**src/rtl/ex_stage_pkg.sv**
```systemverilog
// Shared constants for the MIPS execute stage: bus widths, ALU op/class codes
// and the divider state encoding.
package ex_stage_pkg;

  localparam int DATA_W     = 32;
  localparam int REG_ADDR_W = 5;
  localparam int ALUOP_W    = 8;
  localparam int ALUSEL_W   = 3;

  localparam logic [DATA_W-1:0]     ZERO_WORD    = '0;
  localparam logic [REG_ADDR_W-1:0] NOP_REG_ADDR = '0;

  localparam logic [ALUOP_W-1:0] EXE_NOP_OP  = 8'b0000_0000;
  localparam logic [ALUOP_W-1:0] EXE_AND_OP  = 8'b0010_0100;
  localparam logic [ALUOP_W-1:0] EXE_OR_OP   = 8'b0010_0101;
  localparam logic [ALUOP_W-1:0] EXE_XOR_OP  = 8'b0010_0110;
  localparam logic [ALUOP_W-1:0] EXE_NOR_OP  = 8'b0010_0111;
  localparam logic [ALUOP_W-1:0] EXE_SLL_OP  = 8'b0111_1100;
  localparam logic [ALUOP_W-1:0] EXE_SRL_OP  = 8'b0000_0010;
  localparam logic [ALUOP_W-1:0] EXE_SRA_OP  = 8'b0000_0011;
  localparam logic [ALUOP_W-1:0] EXE_ADDU_OP = 8'b0010_0001;
  localparam logic [ALUOP_W-1:0] EXE_SUBU_OP = 8'b0010_0011;
  localparam logic [ALUOP_W-1:0] EXE_SLT_OP  = 8'b0010_1010;
  localparam logic [ALUOP_W-1:0] EXE_SLTU_OP = 8'b0010_1011;
  localparam logic [ALUOP_W-1:0] EXE_DIV_OP  = 8'b0001_1010;
  localparam logic [ALUOP_W-1:0] EXE_DIVU_OP = 8'b0001_1011;

  localparam logic [ALUSEL_W-1:0] EXE_RES_NOP   = 3'b000;
  localparam logic [ALUSEL_W-1:0] EXE_RES_LOGIC = 3'b001;
  localparam logic [ALUSEL_W-1:0] EXE_RES_SHIFT = 3'b010;
  localparam logic [ALUSEL_W-1:0] EXE_RES_ARITH = 3'b100;

  typedef enum logic [1:0] {
    DIV_FREE   = 2'b00,
    DIV_BYZERO = 2'b01,
    DIV_ON     = 2'b10,
    DIV_END    = 2'b11
  } div_state_e;

endpackage

```
**src/rtl/ex_stage_div.sv**
```systemverilog
// Iterative restoring radix-2 divider. busy covers the accepting cycle and every
// working cycle; ready marks the single cycle in which result is valid.
module ex_div
  import ex_stage_pkg::*;
#(
  parameter int DIV_STEPS = 32
) (
  input  logic                clk,
  input  logic                rst,
  input  logic                start,
  input  logic                signed_div,
  input  logic [DATA_W-1:0]   opdata1,
  input  logic [DATA_W-1:0]   opdata2,
  output logic [2*DATA_W-1:0] result,
  output logic                ready,
  output logic                busy
);

  localparam int CNT_W = $clog2(DIV_STEPS) + 1;

  div_state_e          state;
  logic [CNT_W-1:0]    cnt;
  logic [2*DATA_W-1:0] remquo;
  logic [DATA_W-1:0]   divisor;
  logic                neg_quo;
  logic                neg_rem;
  logic [2*DATA_W-1:0] remquo_next;

  function automatic logic [DATA_W-1:0] abs_val(input logic signed [DATA_W-1:0] v,
                                                input logic en);
    return (en && v < 0) ? -v : v;
  endfunction

  // The partial remainder can reach 33 bits after the shift when the divisor
  // is above 2^31, so the compare keeps the bit shifted out of the top.
  function automatic logic [2*DATA_W-1:0] div_step(input logic [2*DATA_W-1:0] rq,
                                                   input logic [DATA_W-1:0]   d);
    logic [DATA_W:0]     top;
    logic [2*DATA_W-1:0] sh;
    top = rq[2*DATA_W-1:DATA_W-1];
    sh  = {rq[2*DATA_W-2:0], 1'b0};
    if (top >= {1'b0, d})
      return {top[DATA_W-1:0] - d, sh[DATA_W-1:1], 1'b1};
    return sh;
  endfunction

  function automatic logic [2*DATA_W-1:0] sign_fix(input logic [2*DATA_W-1:0] rq,
                                                   input logic nq, input logic nr);
    logic [DATA_W-1:0] q;
    logic [DATA_W-1:0] r;
    q = rq[DATA_W-1:0];
    r = rq[2*DATA_W-1:DATA_W];
    return {nr ? -r : r, nq ? -q : q};
  endfunction

  assign remquo_next = div_step(remquo, divisor);
  assign ready       = (state == DIV_END);
  assign busy        = (state == DIV_FREE && start) || state == DIV_BYZERO || state == DIV_ON;

  always_ff @(posedge clk) begin
    if (rst) begin
      state <= DIV_FREE;
      cnt   <= '0;
    end else begin
      case (state)
        DIV_FREE: begin
          if (start) begin
            if (opdata2 == ZERO_WORD) begin
              state <= DIV_BYZERO;
            end else begin
              remquo  <= {ZERO_WORD, abs_val(opdata1, signed_div)};
              divisor <= abs_val(opdata2, signed_div);
              neg_quo <= signed_div && (opdata1[DATA_W-1] ^ opdata2[DATA_W-1]);
              neg_rem <= signed_div && opdata1[DATA_W-1];
              cnt     <= '0;
              state   <= DIV_ON;
            end
          end
        end
        DIV_BYZERO: begin
          result <= '0;
          state  <= DIV_END;
        end
        DIV_ON: begin
          remquo <= remquo_next;
          cnt    <= cnt + 1'b1;
          if (cnt == CNT_W'(DIV_STEPS - 1)) begin
            result <= sign_fix(remquo_next, neg_quo, neg_rem);
            state  <= DIV_END;
          end
        end
        default: state <= DIV_FREE;
      endcase
    end
  end

endmodule

```
**src/rtl/ex_stage.sv**
```systemverilog
// MIPS execute stage: single-cycle ALU result mux plus the glue that turns the
// iterative divider into a pipeline stall and a one-cycle HI/LO write.
module ex_stage
  import ex_stage_pkg::*;
#(
  parameter int DIV_STEPS = 32
) (
  input  logic                  clk,
  input  logic                  rst,
  input  logic [ALUOP_W-1:0]    aluop_i,
  input  logic [ALUSEL_W-1:0]   alusel_i,
  input  logic [DATA_W-1:0]     reg1_i,
  input  logic [DATA_W-1:0]     reg2_i,
  input  logic [REG_ADDR_W-1:0] wd_i,
  input  logic                  wreg_i,
  output logic [REG_ADDR_W-1:0] wd_o,
  output logic                  wreg_o,
  output logic [DATA_W-1:0]     wdata_o,
  output logic                  whilo_o,
  output logic [DATA_W-1:0]     hi_o,
  output logic [DATA_W-1:0]     lo_o,
  output logic                  stallreq_o
);

  logic signed [DATA_W-1:0] reg1_s;
  logic signed [DATA_W-1:0] reg2_s;
  logic [DATA_W-1:0]        logic_res;
  logic [DATA_W-1:0]        shift_res;
  logic [DATA_W-1:0]        arith_res;
  logic [2*DATA_W-1:0]      div_result;
  logic                     div_ready;
  logic                     div_busy;
  logic                     is_div;

  assign reg1_s = reg1_i;
  assign reg2_s = reg2_i;
  assign is_div = (aluop_i == EXE_DIV_OP) || (aluop_i == EXE_DIVU_OP);

  ex_div #(.DIV_STEPS(DIV_STEPS)) u_div (
    .clk        (clk),
    .rst        (rst),
    .start      (is_div),
    .signed_div (aluop_i == EXE_DIV_OP),
    .opdata1    (reg1_i),
    .opdata2    (reg2_i),
    .result     (div_result),
    .ready      (div_ready),
    .busy       (div_busy)
  );

  always_comb begin
    logic_res = ZERO_WORD;
    shift_res = ZERO_WORD;
    arith_res = ZERO_WORD;
    case (aluop_i)
      EXE_AND_OP:  logic_res = reg1_i & reg2_i;
      EXE_OR_OP:   logic_res = reg1_i | reg2_i;
      EXE_XOR_OP:  logic_res = reg1_i ^ reg2_i;
      EXE_NOR_OP:  logic_res = ~(reg1_i | reg2_i);
      EXE_SLL_OP:  shift_res = reg2_i << reg1_i[4:0];
      EXE_SRL_OP:  shift_res = reg2_i >> reg1_i[4:0];
      EXE_SRA_OP:  shift_res = reg2_s >>> reg1_i[4:0];
      EXE_ADDU_OP: arith_res = reg1_i + reg2_i;
      EXE_SUBU_OP: arith_res = reg1_i - reg2_i;
      EXE_SLT_OP:  arith_res = {{(DATA_W-1){1'b0}}, reg1_s < reg2_s};
      EXE_SLTU_OP: arith_res = {{(DATA_W-1){1'b0}}, reg1_i < reg2_i};
      default: ;
    endcase
  end

  // Divides write only HI/LO; the GPR write is suppressed for them.
  always_comb begin
    wd_o    = NOP_REG_ADDR;
    wreg_o  = 1'b0;
    wdata_o = ZERO_WORD;
    if (!rst) begin
      wd_o   = wd_i;
      wreg_o = wreg_i && !is_div;
      if (!is_div) begin
        case (alusel_i)
          EXE_RES_LOGIC: wdata_o = logic_res;
          EXE_RES_SHIFT: wdata_o = shift_res;
          EXE_RES_ARITH: wdata_o = arith_res;
          default:       wdata_o = ZERO_WORD;
        endcase
      end
    end
  end

  assign stallreq_o = !rst && div_busy;
  assign whilo_o    = !rst && div_ready;
  assign hi_o       = whilo_o ? div_result[2*DATA_W-1:DATA_W] : ZERO_WORD;
  assign lo_o       = whilo_o ? div_result[DATA_W-1:0] : ZERO_WORD;

endmodule

```
**config.mk**
```make
export PLATFORM = sky130hd
export DESIGN_NAME = ex_stage
export DESIGN_NICKNAME = d
export VERILOG_FILES = /design/src/rtl/ex_stage_pkg.sv /design/src/rtl/ex_stage_div.sv /design/src/rtl/ex_stage.sv
export SDC_FILE = /design/constraint.sdc
export NUM_CORES = 1
export LEC_CHECK = 0
export CAP_MARGIN = 30
export CORE_UTILIZATION = 30
export CTS_BUF_LIST = sky130_fd_sc_hd__clkbuf_4 sky130_fd_sc_hd__clkbuf_8
export DETAILED_ROUTE_END_ITERATION = 8
export SLEW_MARGIN = 40
export SYNTH_ARGS = -nofsm -noshare
export SYNTH_HDL_FRONTEND = slang
export SYNTH_SLANG_ARGS = --single-unit
export TNS_END_PERCENT = 5
```
**constraint.sdc**
```tcl
create_clock -name clk -period 12.1 [get_ports clk]
set_input_delay 2.42 -clock clk [delete_from_list [all_inputs] [get_ports clk]]
set_output_delay 2.42 -clock clk [all_outputs]
set_load 0.02 [all_outputs]
```
==> metrics.md <==
| Metric | Value |
|---|---|
| Sequential cell area | 0.00502 mm^2 |
| Total number of placement rows | 94 |
| Type of origin of the critical path | input pin |
| Setup violators final | 0 |
| Die X-Extent | 262 um |
| Number of synthesized register bits | 170 |
| CTS resizes | 0 |
| Capturing point of the worst reg2reg path | u_div.result[58]$_SDFFCE_PN0P_ |
| Global routing usage summed across all routing layers | 0.217 |
| DRT antenna net count | 0 |
| Cell area power density | 74.5 mW/mm^2 |
| Startpoint-to-endpoint class of the critical path | in2out |
| Clock insertion delay at the later pin of the skew report | 0.50 ns |
| Routed vias/inst | 5.60 |
| Register area share after synthesis | 0.249 |
| Starting density of the core | 0.305 |
| TritonCTS clock tree | built |
| Minimum setup slack among reg-to-reg paths | 6.48 ns |
| Unrepaired setup endpoints after global routing | false |
| Slew Limit Fails | 0 |
| Maximum buffer depth of the clock tree | 2 |
| Tcrit/Tclk final | 0.824 |
| Cells after synthesis | 2603 |
| Leak | 0.00862 uW |
| Cell area after layout | 0.0232 mm^2 |
| Clock period minus worst slack | 9.97 ns |
| Post-synthesis cell type with the largest combined area | edfxtp_1 |
| Standard cell with the maximum stage delay on the critical path | a2111oi_1 |
| Clock-pin slew of the registers on the worst-case setup and hold paths | 0.09 ns |
| Number of nets in the layout | 2902 |
| CP bufs+invs | 4 |
| Worst-case vdd ir drop | 0.0000721 V |
| Share of the synthesized area in the top cell type | 0.241 |
| Worst R2R Start | u_div.remquo[38]$_SDFFCE_PN0P_ |
| Launch point of the critical path | reg1_i[1] |
| Post-route DRC | 0 |
| Top-level port count | 187 |
| H-tree lvl count | 4 |
| Syn avg cell area | 7.77 um^2 |
| Setup crit end kind | primary output |
| Inserted Clock Buffers | 17 |
| Maximum capacitance violations | 0 |
| First-pass GRT wire length | 114000 um |
| Number of enable-type register cells in the synthesized netlist | 162 |
| Worst r2r path cells | 18 |
| Pin slew with the least headroom to its limit | 0.920 ns |
| DRT Pass-1 Iters | 6 |
| Most prevalent standard cell on the critical path | clkdlybuf4s50_1 |
| Routability congestion estimate | 0.975 |
| Area occupied by multi-input gates | 0.0141 mm^2 |
| Post-route core utilization | 0.350 |
| CP endpoint | wdata_o[31] |
| Maximum net fanout on the critical path | 31 |
| CP Depth | 17 |
| Wire length per cell | 21.3 um |
| Netlist Area Pre-Place | 0.0202 mm^2 |
| Library cell used as clock root buffer | clkbuf_8 |
| Final Hold Violating Endpoints | 0 |
| Die area | 0.0684 mm^2 |
| Clock skew | 0.0169 ns |
| Antenna violations before repair | 5 |
| Yosys warns | 0 |
| Routed WL | 75800 um |
| Vias after detailed routing | 19.9k |
| DRC violation total after the first TritonRoute iteration | 2234 |
| Worst path top cell family by delay | compound AO/OA/AOI/OAI gates |
| Area of the placeable core | 0.0662 mm^2 |
| Count of fill cells added during filler insertion | 7031 |
| Ys flop type | edfxtp_1 |
| Setup total negative slack | 0 ns |
| Half-perimeter wire length of the detailed placement result | 59300 um |
| Post-synthesis async set-or-reset flop share | 0 |
| Worst path arrival time | 7.55 ns |
| Post-CTS setup buffers | 0 |
| Area contributors post-synth | edfxtp_1 (24%), ha_1 (8.7%), mux2i_1 (6.5%), xnor2_1 (6.5%), o21ai_0 (5.8%) |
| Remaining Overflow, GRT | 0 |
| Stage delay of the slowest cell on the critical path | 0.83 ns |
| Area post-placement | 0.0228 mm^2 |
| Class of the worst hold path | reg2reg |
| CP cell instances | clkdlybuf4s50_1 -> buf_4 -> inv_2 -> ha_1 -> o21bai_1 -> a21oi_1 -> o2111ai_1 -> nand4_1 -> a2111oi_1 -> nor4_1 -> o41ai_1 -> a2111o_1 -> o211ai_1 -> xor2_1 -> a221oi_1 -> nor2_1 -> clkdlybuf4s50_1 |
| Port buffer count | 186 |
| Syn nets | 2830 |
| Pin count of the biggest net entering global routing | 85 |
| Share of layout cells above drive strength 1 | 0.0428 |
| Distinct cell type count after synthesis | 92 |
| Sink Count | 170 |
| Achievable clock frequency | 100 MHz |
| Max_slew headroom | 0.380 |
| Run status | finished clean |
| Number of buffers inserted by hold repair at cts | 0 |
| Number of global-route vias before repair | 18.0k |
| CP required | 9.68 ns |
| Area added between synthesis and finish | 14.7% |
| Floorplan die height | 262 um |
-- how the worst min path moves through the flow --
stage / from / end / slack (ns) / cells after the start
final: u_div.cnt[1]$_SDFFE_PP0P_ / u_div.cnt[1]$_SDFFE_PP0P_ / 0.51 / 2
after CTS: u_div.cnt[1]$_SDFFE_PP0P_ / u_div.cnt[1]$_SDFFE_PP0P_ / 0.50 / 2
after floorplan: u_div.cnt[1]$_SDFFE_PP0P_ / u_div.cnt[1]$_SDFFE_PP0P_ / 0.46 / 2
after global placement: u_div.cnt[1]$_SDFFE_PP0P_ / u_div.cnt[1]$_SDFFE_PP0P_ / 0.48 / 2
after global routing: u_div.cnt[1]$_SDFFE_PP0P_ / u_div.cnt[1]$_SDFFE_PP0P_ / 0.54 / 2
after detailed placement: u_div.cnt[1]$_SDFFE_PP0P_ / u_div.cnt[1]$_SDFFE_PP0P_ / 0.49 / 2
-- state kept, by name, indices dropped and copies added (netlist names) --
name	flops
u_div.remquo	64
u_div.result	64
u_div.cnt	6
u_div.neg_rem	1
u_div.state	2
u_div.neg_quo	1
u_div.divisor	32
-- layer usage --
layer	global-route usage	part of all wire
met4	0.0636	0.026
met2	0.330	0.44
met5	0	0.00038
met3	0.0359	0.080
met1	0.311	0.46
-- cells in the final DEF, fill, tap and decap left out, types with 41 or more instances in the layout --
cell,netlist,layout
xor2_1,56,56
nor2_1,294,292
xnor2_1,150,150
inv_1,133,132
mux2i_1,132,132
edfxtp_1,162,162
o21ai_0,235,235
nand2_1,245,245
ha_1,141,140
clkdlybuf4s50_1,0,180
and2_1,84,84
a21oi_1,194,194
nand3_1,41,41
-- cell usage after synthesis, types with 20 or more instances --
master    number
a211oi_1      39
a21o_1        29
a21oi_1      194
a221oi_1      24
a31oi_1       24
and2_1        84
buf_1         33
clkbuf_1     120
edfxtp_1     162
ha_1         141
inv_1        133
mux2i_1      132
nand2_1      245
nand2b_1      28
nand3_1       41
nand4_1       29
nor2_1       294
nor2b_1       27
nor3_1        29
nor4_1        20
o211ai_1      21
o21ai_0      235
o31ai_1       29
xnor2_1      150
xor2_1        56
-- through the flow --
stage          instances  total power [uW]  hold WS, ns  setup WS, ns
3_3_place_gp        3516              1310        0.485          2.15
5_1_grt             3549              1810        0.537          1.88
2_1_floorplan       2603              1120        0.463          3.45
3_5_place_dp        3519              1310        0.490          2.30
4_1_cts             3547              1720        0.502          2.26
6_report            3549              1730        0.507          2.13
-- cell type report --
class                      instances  share of cell area
inverter                         139              0.0225
sequential                       170               0.217
timing repair buffer             216              0.0908
multi-input combinational       2131               0.607
tap                              864              0.0466
clock inverter                    11             0.00642
antenna                            1            0.000108
clock buffer                      17              0.0101
-- tightest hold or removal path, stage by stage (launching register included) --
cell and delay [ns]:
dfxtp_1 0.35, nand2_1 0.07, a21oi_1 0.05
-- power breakdown --
group | leakage [uW] | internal (uW) | switching, uW
Combinational | 0.00686 | 205 | 406
Sequential | 0.00158 | 695 | 7.90
Clock | 0.000186 | 200 | 215
-- logic make-up after synthesis --
kind of cell / Yosys count / share of synthesized area
adders and majority gates: 144 / 0.0902
AOI/OAI and AO/OA: 769 / 0.242
and+or+nand+nor: 873 / 0.203
buffers and inverters: 302 / 0.0570
DFF: 170 / 0.249
xor gates and xnor gates: 206 / 0.0893
muxes: 139 / 0.0698
Power figures use the tool's default switching activity.
